==> config.mk <==
export PLATFORM = sky130hd
export DESIGN_NAME = riscv_data_port_arbiter_flat
export DESIGN_NICKNAME = d
export VERILOG_FILES = /design/src/rtl/riscv_arb_pkg.sv /design/src/rtl/riscv_data_port_arbiter_if.sv /design/src/rtl/riscv_arb_id_fifo.sv /design/src/rtl/riscv_data_port_arbiter.sv /design/src/flat_wrapper.sv
export SDC_FILE = /design/constraint.sdc
export NUM_CORES = 1
export LEC_CHECK = 0
export ABC_CLOCK_PERIOD_IN_PS = 3000
export CAP_MARGIN = 15
export CORE_AREA = 3 3 116 118
export CTS_BUF_LIST = sky130_fd_sc_hd__clkbuf_4 sky130_fd_sc_hd__clkbuf_8
export CTS_CLUSTER_DIAMETER = 100
export DETAILED_ROUTE_END_ITERATION = 8
export DIE_AREA = 0 0 119 121
export PLACE_DENSITY_LB_ADDON = 0.15
export SLEW_MARGIN = 20
export SYNTH_ARGS = -nofsm -noshare
export SYNTH_HDL_FRONTEND = slang
export SYNTH_SLANG_ARGS = --single-unit
==> constraint.sdc <==
create_clock -name clk_i -period 3 [get_ports clk_i]
set_input_delay 0.6 -clock clk_i [delete_from_list [all_inputs] [get_ports clk_i]]
set_output_delay 0.6 -clock clk_i [all_outputs]
set_load 0.05 [all_outputs]
==> src/rtl/riscv_arb_pkg.sv <==
// riscv_arb_pkg: shared widths, payload type and round-robin index helper for the data-port arbiter
package riscv_arb_pkg;
  localparam int ARB_NB_REQ = 2;
  localparam int ARB_IDX_W = $clog2(ARB_NB_REQ);
  typedef struct packed {
    logic [31:0] addr;
    logic        we;
    logic [3:0]  be;
    logic [31:0] wdata;
    logic [5:0]  atop;
  } arb_req_t;
  function automatic int rr_idx(input int base, input int off, input int n);
    return (base + off) % n;
  endfunction
endpackage

==> src/rtl/riscv_data_port_arbiter_if.sv <==
// riscv_data_port_arbiter_if: requester-side and data-memory-side signals of the data-port arbiter
interface riscv_data_port_arbiter_if #(parameter int NB_REQ = 2);
  logic [NB_REQ-1:0]       m_req_i;
  logic [NB_REQ-1:0][31:0] m_addr_i;
  logic [NB_REQ-1:0]       m_we_i;
  logic [NB_REQ-1:0][3:0]  m_be_i;
  logic [NB_REQ-1:0][31:0] m_wdata_i;
  logic [NB_REQ-1:0][5:0]  m_atop_i;
  logic [NB_REQ-1:0]       m_gnt_o;
  logic [NB_REQ-1:0]       m_rvalid_o;
  logic [NB_REQ-1:0]       m_err_o;
  logic [31:0]             m_rdata_o;
  logic                    data_req_o;
  logic                    data_gnt_i;
  logic                    data_rvalid_i;
  logic                    data_err_i;
  logic [31:0]             data_addr_o;
  logic                    data_we_o;
  logic [3:0]              data_be_o;
  logic [31:0]             data_wdata_o;
  logic [5:0]              data_atop_o;
  logic [31:0]             data_rdata_i;
  modport slave (
    input  m_req_i, m_addr_i, m_we_i, m_be_i, m_wdata_i, m_atop_i,
    input  data_gnt_i, data_rvalid_i, data_err_i, data_rdata_i,
    output m_gnt_o, m_rvalid_o, m_err_o, m_rdata_o,
    output data_req_o, data_addr_o, data_we_o, data_be_o, data_wdata_o, data_atop_o
  );
  modport master (
    output m_req_i, m_addr_i, m_we_i, m_be_i, m_wdata_i, m_atop_i,
    output data_gnt_i, data_rvalid_i, data_err_i, data_rdata_i,
    input  m_gnt_o, m_rvalid_o, m_err_o, m_rdata_o,
    input  data_req_o, data_addr_o, data_we_o, data_be_o, data_wdata_o, data_atop_o
  );
endinterface

==> src/rtl/riscv_arb_id_fifo.sv <==
// riscv_arb_id_fifo: in-order FIFO of granted requester IDs awaiting their response
module riscv_arb_id_fifo #(
  parameter int DEPTH = 2,
  parameter int WIDTH = 1
) (
  input  logic                       clk_i,
  input  logic                       rst_ni,
  input  logic                       push,
  input  logic                       pop,
  input  logic [WIDTH-1:0]           data_in,
  output logic [WIDTH-1:0]           data_out,
  output logic                       full,
  output logic                       empty,
  output logic [$clog2(DEPTH+1)-1:0] count
);
  localparam int PW = DEPTH > 1 ? $clog2(DEPTH) : 1;
  localparam int CW = $clog2(DEPTH+1);
  logic [WIDTH-1:0] mem_q [DEPTH];
  logic [WIDTH-1:0] mem_d [DEPTH];
  logic [PW-1:0] wr_q, wr_d, rd_q, rd_d;
  logic [CW-1:0] cnt_q, cnt_d;
  logic do_push, do_pop;
  assign full = cnt_q == CW'(DEPTH);
  assign empty = cnt_q == '0;
  assign count = cnt_q;
  assign data_out = mem_q[rd_q];
  always_comb begin
    do_push = push & ~full;
    do_pop = pop & ~empty;
    mem_d = mem_q;
    if (do_push) mem_d[wr_q] = data_in;
    wr_d = do_push ? ((wr_q == PW'(DEPTH-1)) ? '0 : wr_q + 1'b1) : wr_q;
    rd_d = do_pop ? ((rd_q == PW'(DEPTH-1)) ? '0 : rd_q + 1'b1) : rd_q;
    cnt_d = cnt_q + CW'(do_push) - CW'(do_pop);
  end
  always_ff @(posedge clk_i or negedge rst_ni) begin
    if (!rst_ni) begin
      for (int i = 0; i < DEPTH; i++) mem_q[i] <= '0;
      wr_q <= '0;
      rd_q <= '0;
      cnt_q <= '0;
    end else begin
      mem_q <= mem_d;
      wr_q <= wr_d;
      rd_q <= rd_d;
      cnt_q <= cnt_d;
    end
  end
endmodule

==> src/rtl/riscv_data_port_arbiter.sv <==
// riscv_data_port_arbiter: round-robin sharing of the core data-memory port with in-order response routing
module riscv_data_port_arbiter
  import riscv_arb_pkg::*;
#(
  parameter int NB_REQ = ARB_NB_REQ,
  parameter int MAX_OUTST = 2
) (
  input  logic                      clk_i,
  input  logic                      rst_ni,
  riscv_data_port_arbiter_if.slave  bus,
  output logic                      unexp_resp_o,
  output logic                      busy_o
);
  localparam int IW = NB_REQ > 1 ? $clog2(NB_REQ) : 1;
  localparam int CW = $clog2(MAX_OUTST+1);
  logic [IW-1:0] rr_ptr_q, rr_ptr_d, sel_q, sel_d, pick, sel, head;
  logic lock_q, lock_d, full, empty, req, hs, pop;
  logic [CW-1:0] count;
  arb_req_t pay;
  always_comb begin
    pick = rr_ptr_q;
    for (int i = NB_REQ-1; i >= 0; i--)
      if (bus.m_req_i[rr_idx(int'(rr_ptr_q), i, NB_REQ)]) pick = IW'(rr_idx(int'(rr_ptr_q), i, NB_REQ));
  end
  // full blocks new requests even when a pop lands in the same cycle, so gnt never depends on rvalid
  always_comb begin
    sel = lock_q ? sel_q : pick;
    req = rst_ni & (|bus.m_req_i) & ~full;
    hs = req & bus.data_gnt_i;
    pop = bus.data_rvalid_i & ~empty;
    sel_d = sel;
    lock_d = hs ? 1'b0 : req;
    rr_ptr_d = hs ? IW'(rr_idx(int'(sel), 1, NB_REQ)) : rr_ptr_q;
    pay = '{addr: bus.m_addr_i[sel], we: bus.m_we_i[sel], be: bus.m_be_i[sel],
            wdata: bus.m_wdata_i[sel], atop: bus.m_atop_i[sel]};
  end
  riscv_arb_id_fifo #(.DEPTH(MAX_OUTST), .WIDTH(IW)) u_id_fifo (
    .clk_i    (clk_i),
    .rst_ni   (rst_ni),
    .push     (hs),
    .pop      (pop),
    .data_in  (sel),
    .data_out (head),
    .full     (full),
    .empty    (empty),
    .count    (count)
  );
  assign bus.data_req_o = req;
  assign {bus.data_addr_o, bus.data_we_o, bus.data_be_o, bus.data_wdata_o, bus.data_atop_o} = req ? pay : '0;
  assign bus.m_gnt_o = NB_REQ'(hs) << sel;
  assign bus.m_rvalid_o = NB_REQ'(pop) << head;
  assign bus.m_err_o = NB_REQ'(pop & bus.data_err_i) << head;
  assign bus.m_rdata_o = rst_ni ? bus.data_rdata_i : '0;
  assign unexp_resp_o = rst_ni & bus.data_rvalid_i & empty;
  assign busy_o = (count != '0) | req;
  always_ff @(posedge clk_i or negedge rst_ni) begin
    if (!rst_ni) begin
      rr_ptr_q <= '0;
      sel_q <= '0;
      lock_q <= 1'b0;
    end else begin
      rr_ptr_q <= rr_ptr_d;
      sel_q <= sel_d;
      lock_q <= lock_d;
    end
  end
endmodule

==> src/flat_wrapper.sv <==
// flat-port wrapper written by rule: the top's interface ports become plain ports
module riscv_data_port_arbiter_flat import riscv_arb_pkg::*;
#(
  parameter int NB_REQ = ARB_NB_REQ,
  parameter int MAX_OUTST = 2
)
  (clk_i, rst_ni, unexp_resp_o, busy_o, bus_m_req_i, bus_m_addr_i, bus_m_we_i, bus_m_be_i, bus_m_wdata_i, bus_m_atop_i, bus_data_gnt_i, bus_data_rvalid_i, bus_data_err_i, bus_data_rdata_i, bus_m_gnt_o, bus_m_rvalid_o, bus_m_err_o, bus_m_rdata_o, bus_data_req_o, bus_data_addr_o, bus_data_we_o, bus_data_be_o, bus_data_wdata_o, bus_data_atop_o);
  riscv_data_port_arbiter_if #(.NB_REQ(NB_REQ)) bus_i ();
  input  logic clk_i;
  input  logic rst_ni;
  output logic unexp_resp_o;
  output logic busy_o;
  input wire logic [$bits(bus_i.m_req_i)-1:0] bus_m_req_i;
  input wire logic [$bits(bus_i.m_addr_i)-1:0] bus_m_addr_i;
  input wire logic [$bits(bus_i.m_we_i)-1:0] bus_m_we_i;
  input wire logic [$bits(bus_i.m_be_i)-1:0] bus_m_be_i;
  input wire logic [$bits(bus_i.m_wdata_i)-1:0] bus_m_wdata_i;
  input wire logic [$bits(bus_i.m_atop_i)-1:0] bus_m_atop_i;
  input wire logic [$bits(bus_i.data_gnt_i)-1:0] bus_data_gnt_i;
  input wire logic [$bits(bus_i.data_rvalid_i)-1:0] bus_data_rvalid_i;
  input wire logic [$bits(bus_i.data_err_i)-1:0] bus_data_err_i;
  input wire logic [$bits(bus_i.data_rdata_i)-1:0] bus_data_rdata_i;
  output wire logic [$bits(bus_i.m_gnt_o)-1:0] bus_m_gnt_o;
  output wire logic [$bits(bus_i.m_rvalid_o)-1:0] bus_m_rvalid_o;
  output wire logic [$bits(bus_i.m_err_o)-1:0] bus_m_err_o;
  output wire logic [$bits(bus_i.m_rdata_o)-1:0] bus_m_rdata_o;
  output wire logic [$bits(bus_i.data_req_o)-1:0] bus_data_req_o;
  output wire logic [$bits(bus_i.data_addr_o)-1:0] bus_data_addr_o;
  output wire logic [$bits(bus_i.data_we_o)-1:0] bus_data_we_o;
  output wire logic [$bits(bus_i.data_be_o)-1:0] bus_data_be_o;
  output wire logic [$bits(bus_i.data_wdata_o)-1:0] bus_data_wdata_o;
  output wire logic [$bits(bus_i.data_atop_o)-1:0] bus_data_atop_o;
  assign bus_i.m_req_i = bus_m_req_i;
  assign bus_i.m_addr_i = bus_m_addr_i;
  assign bus_i.m_we_i = bus_m_we_i;
  assign bus_i.m_be_i = bus_m_be_i;
  assign bus_i.m_wdata_i = bus_m_wdata_i;
  assign bus_i.m_atop_i = bus_m_atop_i;
  assign bus_i.data_gnt_i = bus_data_gnt_i;
  assign bus_i.data_rvalid_i = bus_data_rvalid_i;
  assign bus_i.data_err_i = bus_data_err_i;
  assign bus_i.data_rdata_i = bus_data_rdata_i;
  assign bus_m_gnt_o = bus_i.m_gnt_o;
  assign bus_m_rvalid_o = bus_i.m_rvalid_o;
  assign bus_m_err_o = bus_i.m_err_o;
  assign bus_m_rdata_o = bus_i.m_rdata_o;
  assign bus_data_req_o = bus_i.data_req_o;
  assign bus_data_addr_o = bus_i.data_addr_o;
  assign bus_data_we_o = bus_i.data_we_o;
  assign bus_data_be_o = bus_i.data_be_o;
  assign bus_data_wdata_o = bus_i.data_wdata_o;
  assign bus_data_atop_o = bus_i.data_atop_o;
  riscv_data_port_arbiter #(.NB_REQ(NB_REQ), .MAX_OUTST(MAX_OUTST)) u_core (.clk_i(clk_i), .rst_ni(rst_ni), .bus(bus_i), .unexp_resp_o(unexp_resp_o), .busy_o(busy_o));
endmodule
==> results of run 1 <==
-- routing by layer --
layer / up-vias / global-route usage, % / share of wire, %
li1: 1803 / - / -
met1: 1711 / 19.3 / 36
met2: 181 / 32.6 / 54
met3: 20 / 5.55 / 8.0
met4: 0 / 3.55 / 2.1
met5: - / 0 / 0
-- placed cells by master (no fill, tap or decap), drive strengths merged --
master and instances:
a21boi 1, a31oi 1, and2 33, and3 1, buf 131, clkbuf 4, clkdlybuf4s50 188, dfrtp 9
ha 1, inv 2, mux2 3, mux2i 76, nand2 2, nand2b 1, nand3 151, nand4 1
nand4b 1, nor2 4, nor2b 2, nor3 1, nor3b 1, o21a 1, o21ai 1, o31a 1
or3 1, xnor2 5
-- power by group through the flow --
stage	Combinational [uW]	Sequential [uW]	Clock, uW
global placement	3920	229	0
floorplan	2110	214	0
CTS	4000	231	152
detailed placement	3980	232	0
global route	4430	239	161
finish	4230	231	147
-- through the flow --
stage	setup TNS, ns	hold WS, ns	setup slack (ns)
floorplan	0	0.304	0.209
global placement	0	0.480	0.0528
detailed placement	-0.0177	0.486	-0.0177
CTS	0	0.496	0.00259
global route	-0.786	0.506	-0.0524
finish	0	0.492	0.0207
-- kinds of logic (layout without fill, tap and decap cells) --
family                     Yosys count  in the layout  share of synthesized area (%)
buffers and inverters               48            325                           9.70
adders and majority gates            1              1                          0.524
xor gates and xnor gates             5              5                           1.84
DFF                                  9              9                           9.44
muxes                               79             79                           33.3
AOI/OAI and AO/OA                    5              5                           1.47
and+or+nand+nor                    199            199                           43.7
-- registers in the layout (all words and copies together), names as in the netlist --
signal                  count
u_core.lock_q               1
u_core.rr_ptr_q             1
u_core.sel_q                1
u_core.u_id_fifo.count      2
u_core.u_id_fifo.mem_q      2
u_core.u_id_fifo.rd_q       1
u_core.u_id_fifo.wr_q       1
-- worst min path at each step --
stage,from,to,slack (ns),cells past startpoint
2_1_floorplan,rst_ni,u_core.lock_q,0.30,0
3_3_place_gp,u_core.u_id_fifo.wr_q,u_core.u_id_fifo.wr_q,0.48,1
3_5_place_dp,u_core.u_id_fifo.wr_q,u_core.u_id_fifo.wr_q,0.49,1
4_1_cts,u_core.u_id_fifo.wr_q,u_core.u_id_fifo.wr_q,0.50,1
5_1_grt,u_core.u_id_fifo.rd_q,u_core.u_id_fifo.rd_q,0.51,1
6_report,u_core.u_id_fifo.wr_q,u_core.u_id_fifo.wr_q,0.49,1
-- final cells by class --
type | instances | area [um^2]
Fill cell | 1070 | 5370
Inverter | 2 | 7.51
Sequential cell | 9 | 225
Multi-Input combinational cell | 289 | 2270
Timing Repair Buffer | 319 | 4440
Tap cell | 172 | 215
Clock buffer | 4 | 48.8
-- what timing repair did --
item / 4_1_cts / 5_1_grt
gates resized for setup: 4 / 58
endpoints found under the setup margin: 3 / 60
pin swaps: 0 / 1
cloned: 0 / 0
-- critical path: cells and delay by family --
| kind | cells | cell delay (ns) |
|---|---|---|
| compound gates | 1 | 0.38 |
| mux | 1 | 0.27 |
| simple gates | 1 | 0.07 |
| buf+inv | 4 | 1.06 |
==> metrics.txt, run 1 <==
Reg2Reg Depth=6; max-slew violation count=0; Max FO, Critical Path=13; number of synthesized flops with an enable pin=0; final instance area=around 0.0072 mm^2; r2r startpoint=u_core.u_id_fifo.count[0]; RSZ-0062 raised after global routing=true; total core area=~0.013 mm^2; WP data arrival=roughly 2.4 ns; vias in the first global route=around 3.7k; Synth top area share=a little under a third; I/O Pins=~310; clock skew=approximately 0.0028 ns; Cell Chain, Critical Path=clkdlybuf4s50_1, nor2_1, o31a_2, buf_12, buf_12, mux2i_2, buf_12; GRT overflow=0; CTS Sinks=9; distinct cell type count of the synthesized netlist=27; sw frac=between 50% and 60%; worst min path class=reg2reg; Placement Rows=41; Seq cells post-synth=9; chip width=~120 um; R2R Path End=u_core.u_id_fifo.count[1]; Final min period=around 3 ns; Worst slew margin=roughly two thirds; Synth Net Count=536; initial drt markers=234; CTS Hold Buffers Added=0; global-route wire length before repair=a little over 20000 um; layout cells sized above 1=29.4%; root buffer cell=clkbuf_8; Setup crit start=bus_m_req_i[1]; fin cells=between 700 and 800; crit-path most repeated cell=buf_12; Crit. End Element=output port; Mapped Cells=roughly 350; DP Area=between 0.006 and 0.007 mm^2; Synthesis Warnings=0; CP max stage delay=about 0.54 ns; input/output buffers=304; Max-cap violations=0; Synth Cell Area=~0.0024 mm^2; placed insts=between 700 and 800; worst-margin pin slew=between 0.4 and 0.5 ns; Initial Utilization=19.0%; max frequency=between 300 and 400 MHz; largest net degree at the start of global routing=69; Final Util=between 50% and 60%; initial antenna violation count=0; via/cell ratio=around 4.7; Worst Setup Start Kind=input port; internal power=2260 uW; CTS H-Tree Depth=1; top cells by area, synth=mux2i_1 32%, nand3_1 32%, dfrtp_1 9.4%; area delta synth->final=202%; Syn Area/Cell=between 6 and 7 um^2; gr usage total=17.4%; clock share of power=around 3.2%; Setup violations, final=0; clock latency on the worst-skew pair=about 0.23 ns; WS Path Type=in2out; Tcrit/Tclk final=between 90 and 100%; die area=0.0144 mm^2; Critical-path top delay cell=clkdlybuf4s50_1; Synth top cells by count=151 x nand3_1, 76 x mux2i_1, 33 x and2_1; gpl congestion=between 0.8 and 0.9; routed len/inst=between 15 and 20 um; count leader, synth=nand3_1; DRT Pass-1 Iters=4; Psw=about 2300 uW; CTS Buffer Depth=2; largest area contributor in the netlist=mux2i_1; Async S/R FF share, synth=100%; Tot Pwr=between 4000 and 5000 uW; die height=around 120 um; Reg power frac=under 10%; worst reg-to-reg setup slack=1.01 ns; drc violations=0; Antenna Cells=0; postcts setup bufs=0; ys flop type=dfrtp_1; Layout Nets=814; post-DP HPWL=11000 um; part of the power in combinational logic=roughly nine tenths; Detail Route Antenna Nets=0; Max VDD drop=0.000347 V; Fin. Hold Viols=0; CTS tree=done; Vias=between 3k and 4k; sequential area share after synthesis=under 10%; crit path to=bus_data_wdata_o[2]; PD cells=between 600 and 700 mW/mm^2; Clk pin slew, worst setup/hold paths=0.04 ns; Worst EP required=between 2 and 2.5 ns; routed wire length=approximately 14000 um; leakage power=between 0.002 and 0.003 uW; total CTS buffers=3; outcome=finished, final reports clean
No activity file was read; power rests on OpenSTA's default activity.
==> inputs of run 2 (changes only) <==
--- a/config.mk
+++ b/config.mk
@@ -12,6 +12,7 @@
 export CTS_CLUSTER_DIAMETER = 100
 export DETAILED_ROUTE_END_ITERATION = 8
 export DIE_AREA = 0 0 119 121
+export GPL_TIMING_DRIVEN = 0
 export PLACE_DENSITY_LB_ADDON = 0.15
 export SLEW_MARGIN = 20
 export SYNTH_ARGS = -nofsm -noshare
==> run 2 against run 1 <==
Global-route usage down 0.18 points. Critical path depth up 1. Combinational power down 26%. Power down 25%. Hold slack worse by 0.12 ns. Register-to-register slack better by 0.13 ns. Maximum frequency up 2.0%. Via count up 0.94%. Cell count up 3.9%. Flip-flop and latch count unchanged. Largest cell class unchanged. Largest power group unchanged.
==> metrics.txt, run 2 (same netlist as run 1, synthesis figures left out) <==
die height=121 um (unchanged); area delta synth->final=133%; CP max stage delay=0.50 ns (-0.04 ns); leakage power=0.00262 uW (-5.9%); outcome=finished, final reports clean; total CTS buffers=3 (unchanged); clock skew=0.00126 ns (-0.00151 ns); commonest non-fill, non-tap cell in the layout=clkdlybuf4s50_1; global-route wire length before repair=20300 um (-0.61%); largest net degree at the start of global routing=17 (-75%); Bufs and invs on worst path=5 (+1); initial antenna violation count=0 (unchanged); CTS Hold Buffers Added=0 (unchanged); gpl congestion=0.792 (-8.2%); clock latency on the worst-skew pair=0.22 ns (about the same); Fill cells=1348 (+26%); Worst EP required=2.40 ns (about the same); Final Util=44.2% (-13 points); PD cells=626 mW/mm^2 (-2.2%); Detail Route Antenna Nets=0 (unchanged); GRT overflow=0 (unchanged); max frequency=343 MHz (+2.0%); root buffer cell=clkbuf_8; Fin. Hold Viols=0 (unchanged); Critical-path top delay cell=clkdlybuf4s50_1; worst min path class=in2async; drc violations=0 (unchanged); postcts setup bufs=0 (unchanged); layout cells sized above 1=17.9% (-11 points); initial drt markers=92 (-61%); WS Path Type=in2out; setup_tns=0 ns (unchanged); routed len/inst=16.6 um (-3.1%); Max-cap violations=0 (unchanged); routed wire length=13800 um (+0.65%); WP data arrival=2.32 ns (-0.06 ns); Worst Setup Start Kind=input port; total core area=0.0126 mm^2 (unchanged); Clk pin slew, worst setup/hold paths=0.04 ns (about the same); RSZ-0062 raised after global routing=true; worst-margin pin slew=0.549 ns (+0.0509 ns); chip width=119 um (unchanged); Worst path top cell family by delay=buffers and inverters; Vias=3750 (+0.94%); Worst slew margin=63.3% (-3.2 points); Initial Utilization=19.0% (unchanged); most frequent cells in the layout=209 x clkdlybuf4s50_1, 151 x nand3_1, 72 x mux2i_1, 39 x buf_2, 34 x clkbuf_4; Setup violations, final=0 (unchanged); Crit. End Element=output port; DRT Pass-1 Iters=4 (unchanged); Max VDD drop=0.000223 V (-36%); Max FO, Critical Path=10 (-3); Placement Rows=41 (unchanged); max-slew violation count=0 (unchanged); CTS Sinks=9 (unchanged); Final min period=2.92 ns (-0.0596 ns); post-DP HPWL=11500 um (+5.0%); Cell Chain, Critical Path=clkdlybuf4s50_1, a21boi_1, o31a_1, buf_4, buf_12, buf_8, mux2i_1, clkbuf_4; CTS tree=done; input/output buffers=304 (unchanged); vias in the first global route=3753 (+1.4%); CTS Buffer Depth=2 (unchanged); Layout Nets=845 (+3.8%); Tcrit/Tclk final=97.3% (-2.0 points); gr usage total=17.3% (-0.18 points); via/cell ratio=4.54 (-2.8%); Antenna Cells=0 (unchanged); die area=0.0144 mm^2 (unchanged); I/O Pins=305 (unchanged); CTS H-Tree Depth=1 (unchanged)
run 2: cell count changes in the layout (fill, tap and decap cells not counted), moves of 14 or more:
cell,previous run,this run
buf_12,124,1
buf_2,0,39
buf_4,6,25
clkbuf_1,0,17
clkbuf_4,1,34
clkdlybuf4s50_1,188,209
dlymetal6s2s_1,0,14
mux2i_1,34,72
mux2i_2,23,2
mux2i_4,19,2
run 2: what timing repair did:
action | CTS | global route
gates cloned | 0 | 0
resized for setup | 404 | 93
endpoints found under the setup margin | 113 | 100
run 2: area by class of cell:
| class | count | area [um^2] | area share (%) |
|---|---|---|---|
| Buffer | 46 | 285 | 5.13 |
| Clock buffer | 4 | 48.8 | 0.878 |
| Inverter | 2 | 7.51 | 0.135 |
| Multi-Input combinational cell | 289 | 1960 | 35.3 |
| Sequential cell | 9 | 225 | 4.05 |
| Tap cell | 172 | 215 | 3.87 |
| Timing Repair Buffer | 304 | 2820 | 50.7 |
run 2: final timing paths:
check	slack, ns	cells after the start	from	endpoint
max	0.08	8	bus_m_req_i[1]	bus_data_addr_o[13]
min	0.37	1	rst_ni	u_core.u_id_fifo.count[1]
max reg2reg	1.14	7	u_core.u_id_fifo.count[0]	u_core.u_id_fifo.count[1]
min reg2reg	0.51	1	u_core.u_id_fifo.wr_q	u_core.u_id_fifo.wr_q
max in group asynchronous	2.38	1	rst_ni	u_core.sel_q
min in group clk_i	0.51	1	u_core.u_id_fifo.wr_q	u_core.u_id_fifo.wr_q
run 2: worst reg2reg max path, cell delays in order, from the launching register on:
cell and delay (ns):
dfrtp_1 0.40, nand2b_1 0.13, buf_2 0.26, nand3_1 0.27, xnor2_1 0.20, ha_1 0.21, xnor2_1 0.16, xnor2_1 0.14
run 2: power breakdown:
| part | total [uW] | internal, uW | switching [uW] |
|---|---|---|---|
| Combinational | 3110 | 1080 | 2030 |
| Clock | 145 | 101 | 43.4 |
| Sequential | 226 | 179 | 47.1 |
| Total | 3480 | 1360 | 2120 |
run 2: routing by layer:
metal  wire length (um)  global-route usage [%]  vias to the layer above
li1                   -                       -                     1863
met1               5490                    19.5                     1704
met2               7210                    33.9                      169
met3                884                    3.68                       14
met4                165                    2.10                        0
met5                  0                       0                        -
run 2: through the flow:
stage	setup slack [ns]	total power (uW)	cell area, um^2	instances	hold slack [ns]
2_1_floorplan	0.209	2320	2390	346	0.304
3_3_place_gp	-1.20	3410	5640	822	0.485
4_1_cts	-0.00614	3410	5380	826	0.385
6_report	0.0803	3480	5560	826	0.369
3_5_place_dp	-1.22	3440	5640	822	0.493
5_1_grt	-0.00571	3680	5560	826	0.396
